--- src/rtl/riscv_pkg.sv ---
// rtl/riscv_pkg.sv - shared RV32 core widths and fetch-stage state encoding
package riscv_pkg;

    localparam int XLEN = 32;

    typedef enum logic [1:0] {
        PC_BOOT = 2'd0,
        PC_RUN  = 2'd1,
        PC_HALT = 2'd2
    } pc_state_e;

endpackage

--- src/rtl/program_counter.sv ---
// rtl/program_counter.sv - architectural PC register, loads pc_next every cycle
module program_counter
    import riscv_pkg::*;
#(
    parameter logic [XLEN-1:0] RESET_VEC = '0
) (
    input  logic            clk,
    input  logic            rst_n,
    input  logic [XLEN-1:0] pc_next,
    output logic [XLEN-1:0] pc
);

    always_ff @(posedge clk or negedge rst_n) begin
        if (!rst_n) begin
            pc <= RESET_VEC;
        end else begin
            pc <= pc_next;
        end
    end

endmodule

--- src/rtl/pc_gen.sv ---
// rtl/pc_gen.sv - fetch-address generator with run/halt control, epc and misaligned-target trap
module pc_gen
    import riscv_pkg::*;
#(
    parameter logic [XLEN-1:0] RESET_VEC = 32'h0000_0000,
    parameter logic [XLEN-1:0] TRAP_VEC  = 32'h0000_0100,
    parameter int              IALIGN    = 4
) (
    input  logic            clk,
    input  logic            rst_n,
    input  logic            stall_i,
    input  logic            redirect_i,
    input  logic [XLEN-1:0] redirect_target_i,
    input  logic            trap_i,
    input  logic            mret_i,
    input  logic            halt_i,
    input  logic            resume_i,
    output logic [XLEN-1:0] pc_o,
    output logic [XLEN-1:0] pc_plus_o,
    output logic            fetch_valid_o,
    output logic [XLEN-1:0] epc_o,
    output logic            misaligned_o
);

    localparam logic [XLEN-1:0] ALIGN_MASK = XLEN'(IALIGN - 1);
    localparam logic [XLEN-1:0] STEP       = XLEN'(IALIGN);

    pc_state_e       state;
    pc_state_e       state_next;
    logic [XLEN-1:0] pc_next;
    logic [XLEN-1:0] epc_next;
    logic            misaligned_next;
    logic            target_misaligned;
    logic [XLEN-1:0] pc_aligned;

    program_counter #(
        .RESET_VEC (RESET_VEC)
    ) u_pc (
        .clk     (clk),
        .rst_n   (rst_n),
        .pc_next (pc_next),
        .pc      (pc_o)
    );

    assign pc_plus_o         = pc_o + STEP;
    assign fetch_valid_o     = (state == PC_RUN);
    assign target_misaligned = |(redirect_target_i & ALIGN_MASK);
    // epc low bits are forced to zero so mret can never return to a misaligned PC
    assign pc_aligned        = pc_o & ~ALIGN_MASK;

    always_comb begin
        state_next      = state;
        pc_next         = pc_o;
        epc_next        = epc_o;
        misaligned_next = 1'b0;
        case (state)
            PC_BOOT: begin
                state_next = PC_RUN;
            end
            PC_RUN: begin
                if (trap_i) begin
                    pc_next  = TRAP_VEC;
                    epc_next = pc_aligned;
                end else if (mret_i) begin
                    pc_next = epc_o;
                end else if (redirect_i && !target_misaligned) begin
                    pc_next = redirect_target_i;
                end else if (redirect_i) begin
                    pc_next         = TRAP_VEC;
                    epc_next        = pc_aligned;
                    misaligned_next = 1'b1;
                end else if (!stall_i) begin
                    pc_next = pc_plus_o;
                end
                if (halt_i && !trap_i) begin
                    state_next = PC_HALT;
                end
            end
            PC_HALT: begin
                if (trap_i) begin
                    pc_next    = TRAP_VEC;
                    epc_next   = pc_aligned;
                    state_next = PC_RUN;
                end else if (resume_i) begin
                    state_next = PC_RUN;
                end
            end
            default: begin
                state_next = PC_BOOT;
            end
        endcase
    end

    always_ff @(posedge clk or negedge rst_n) begin
        if (!rst_n) begin
            state        <= PC_BOOT;
            epc_o        <= '0;
            misaligned_o <= 1'b0;
        end else begin
            state        <= state_next;
            epc_o        <= epc_next;
            misaligned_o <= misaligned_next;
        end
    end

endmodule

--- config.mk ---
export PLATFORM = sky130hd
export DESIGN_NAME = pc_gen
export DESIGN_NICKNAME = d
export VERILOG_FILES = /design/src/rtl/riscv_pkg.sv /design/src/rtl/program_counter.sv /design/src/rtl/pc_gen.sv
export SDC_FILE = /design/constraint.sdc
export NUM_CORES = 1
export LEC_CHECK = 0
export ABC_AREA = 1
export CORE_AREA = 2 2 90 136
export CTS_BUF_LIST = sky130_fd_sc_hd__clkbuf_8
export DETAILED_ROUTE_END_ITERATION = 10
export DIE_AREA = 0 0 92 138
export GPL_TIMING_DRIVEN = 0
export MAX_ROUTING_LAYER = met4
export PLACE_DENSITY = 0.67
export SKIP_CTS_REPAIR_TIMING = 1
export SLEW_MARGIN = 20
export SYNTH_ARGS = -nofsm -noshare
export SYNTH_HDL_FRONTEND = slang
export SYNTH_SLANG_ARGS = --single-unit
--- constraint.sdc ---
create_clock -name clk -period 2.2 [get_ports clk]
set_input_delay 0.22 -clock clk [delete_from_list [all_inputs] [get_ports clk]]
set_output_delay 0.22 -clock clk [all_outputs]
set_load 0.05 [all_outputs]
==> out/qor.txt <==
status = finished, violations left
violated checks = negative setup slack
Max Clk Rate = 424 MHz
setup ws final = -0.159 ns
post-route ant nets = 0
Final Instance Area = 6230 sq um
Rows = 49
first-pass detailed-route iteration total = 5
RSZ-0062 raised after global routing = true
Worst EP arrival = 2.14 ns
Slew Viols, Final = 0
Final nets = 854
CP max FO = 5
largest net degree at the start of global routing = 39
P_leak = 0.00285 uW
total grt overflow = 0
Antenna Cells = 0
DR DRC count = 0
vias per cell = 4.97
ratio of cells with drive above 1 in the final layout = 0.177
hold crit path type = input pin to flop
Final Non-Filler Cells = 966
final-report hold violation count = 0
WL/cell = 16.1 um
Clock transition at path regs = 0.07 ns
CTS H-tree depth = 3
Die W = 92 um
Placer Congestion = 0.988
final hold slack = 0.240 ns
ys async rst share = 1.00
GRT Resource Usage Total = 0.250
minimum clock period = 2.36 ns
clock latency on the worst-skew pair = 0.36 ns
antenna violations before repair = 0
number of global-route vias before repair = 4807
dpl cell area = 5870 sq um
hpwl dp = 11900 um
Die Y = 138 um
worst-margin pin slew = 0.663 ns
Post-synth EDFFs = 0
Layout area overhead = 45.4%
maximum vdd ir drop = 820 uV
vias = 4801
crit path kind = flop to primary output
synthesized instance count = 656
Required @ worst endpoint = 1.98 ns
Crit path max-delay family = simple AND/OR/NAND/NOR gates
clock root cell = clkbuf_8
routed wire length = 15600 um
period utilization = 1.07
syn_area_per_cell = 6.53 sq um
Max-Cap Viols = 0
global-route wire length before repair = 24100 um
startpoint types = flop
Initial DRC Count = 316
Buf/Inv on CP = 1
CP Capture Type = primary output
Setup Skew = 0.00601 ns
delay of the slowest critical-path stage = 0.45 ns
CP cell instances = ha_4 > nand2_1 > nor2_4 > nand2_2 > o21ai_0 > and2_1 > buf_2
Initial Util = 0.368
Mapped Area = 4290 sq um
Distinct cells, synth = 35
die area = 12700 sq um
Seq/Total Area, Yosys = 0.379
CP max-delay cell = dfrtp_2
slew margin rel. = 0.558
Yosys reg bits = 65
ys flop type = dfrtp_1
final core utilization = 0.535
IO Pins = 138
DP Cell Count = 945
core area = 11600 sq um
Num CTS Buffers = 9
Finish-stage setup viols = 6
power density over the cells = 1350 nW/um^2
clock sinks = 65
Ys Warns = 0
I/O Buffers = 134
worst-case clock buffer depth = 2
CTS tree = done
## power by group
part	leakage, uW	internal, uW	switching (uW)	total [uW]
clock network	0.0000918	413	469	882
logic	0.00191	1660	3730	5390
registers	0.000846	1630	529	2160
## kinds of logic (layout without fill, tap and decap cells)
kind of cell,count (synthesis),in the layout,share of synthesized area
AOI/OAI and AO/OA,67,67,0.0858
xor gates and xnor gates,6,6,0.0123
adders and majority gates,4,4,0.0117
buffers and inverters,94,250,0.0949
DFF,65,65,0.379
other,1,2,0.000875
and+or+nand+nor,419,419,0.415
## cell usage in the layout (no fill, tap or decap), types with 2 or more instances in the layout
master and instances:
a21oi_1 7, a31oi_1 4, and2_1 14, and2_2 4, buf_2 10, buf_4 12, buf_6 13, clkbuf_1 6
clkbuf_2 3, clkbuf_4 10, clkbuf_8 10, clkdlybuf4s50_1 104, clkinv_1 2, conb_1 2, dfrtp_1 47, dfrtp_2 18
dlymetal6s2s_1 5, ha_1 3, inv_1 66, inv_2 2, inv_4 2, nand2_1 249, nand2_2 3, nand2_4 2
nand3_1 39, nand3_2 5, nand4_1 2, nor2_1 58, nor2_2 26, nor2_4 10, nor3_1 3, o211ai_1 2
o21ai_0 42, o21ai_1 4, o21ai_2 2, o22ai_1 2, xor2_1 3, xor2_2 3
## worst paths after layout
kind	from	end	slack, ns	cells after the start
max in group asynchronous	rst_n	u_pc.pc[9]	1.31	3
setup reg to reg	state[0]	u_pc.pc[25]	0.10	9
setup / recovery	u_pc.pc[2]	pc_plus_o[14]	-0.16	7
hold reg to reg	epc_o[20]	epc_o[20]	0.52	2
min in group asynchronous	rst_n	u_pc.pc[26]	0.33	2
hold / removal	mret_i	u_pc.pc[12]	0.24	5
## registers in the layout, indices dropped and copies added (netlist names)
| name | flops |
|---|---|
| u_pc.pc | 32 |
| state | 2 |
| misaligned_o | 1 |
| epc_o | 30 |
## cell type report
| class | instances | area (sq um) |
|---|---|---|
| plain buffers | 24 | 145 |
| clock buffers | 10 | 138 |
| clock inverters | 4 | 16.3 |
| fillers | 1138 | 5420 |
| inverters | 70 | 272 |
| multi-input cells | 498 | 2430 |
| flip-flops and latches | 65 | 1650 |
| well taps | 153 | 191 |
| repair buffers | 142 | 1390 |
## routing by layer
| layer | share of wire | wire length [um] | track usage | vias to the layer above |
|---|---|---|---|---|
| met5 | 0 | 0 | - | - |
| met4 | 0.032 | 497 | 0.121 | 0 |
| met3 | 0.060 | 926 | 0.0332 | 40 |
| met2 | 0.53 | 8220 | 0.428 | 211 |
| met1 | 0.38 | 5910 | 0.285 | 2218 |
| li1 | - | - | - | 2332 |
## cell usage after synthesis (2+ instances only)
| library cell | instances | area, sq um |
|---|---|---|
| a21oi_1 | 7 | 35.0 |
| a31oi_1 | 4 | 25.0 |
| and2_1 | 19 | 119 |
| buf_2 | 9 | 45.0 |
| buf_4 | 4 | 30.0 |
| buf_6 | 3 | 33.8 |
| clkbuf_1 | 7 | 26.3 |
| clkinv_1 | 2 | 7.51 |
| dfrtp_1 | 65 | 1630 |
| ha_1 | 4 | 50.1 |
| inv_1 | 64 | 240 |
| inv_2 | 2 | 7.51 |
| inv_4 | 2 | 12.5 |
| nand2_1 | 254 | 953 |
| nand3_1 | 43 | 215 |
| nand4_1 | 2 | 12.5 |
| nor2_1 | 72 | 270 |
| nor2_2 | 21 | 131 |
| nor3_1 | 3 | 15.0 |
| o211ai_1 | 2 | 15.0 |
| o21ai_0 | 47 | 235 |
| o22ai_1 | 2 | 12.5 |
| xor2_1 | 6 | 52.6 |
## stage by stage
step,power (uW),TNS (ns),setup slack [ns]
floorplan,5560,0,0.0122
global placement,7390,-91.98,-1.52
detailed placement,7460,-8.36,-0.648
CTS,8340,-18.82,-1.03
global route,8810,-1.27,-0.224
finish,8430,-0.539,-0.159
## worst min-delay path: stages
cell and delay [ns]:
buf_6 0.13, a21oi_1 0.07, nand2_1 0.06, nand2_1 0.04
nand2_1 0.04
Power figures use the tool's default switching activity.
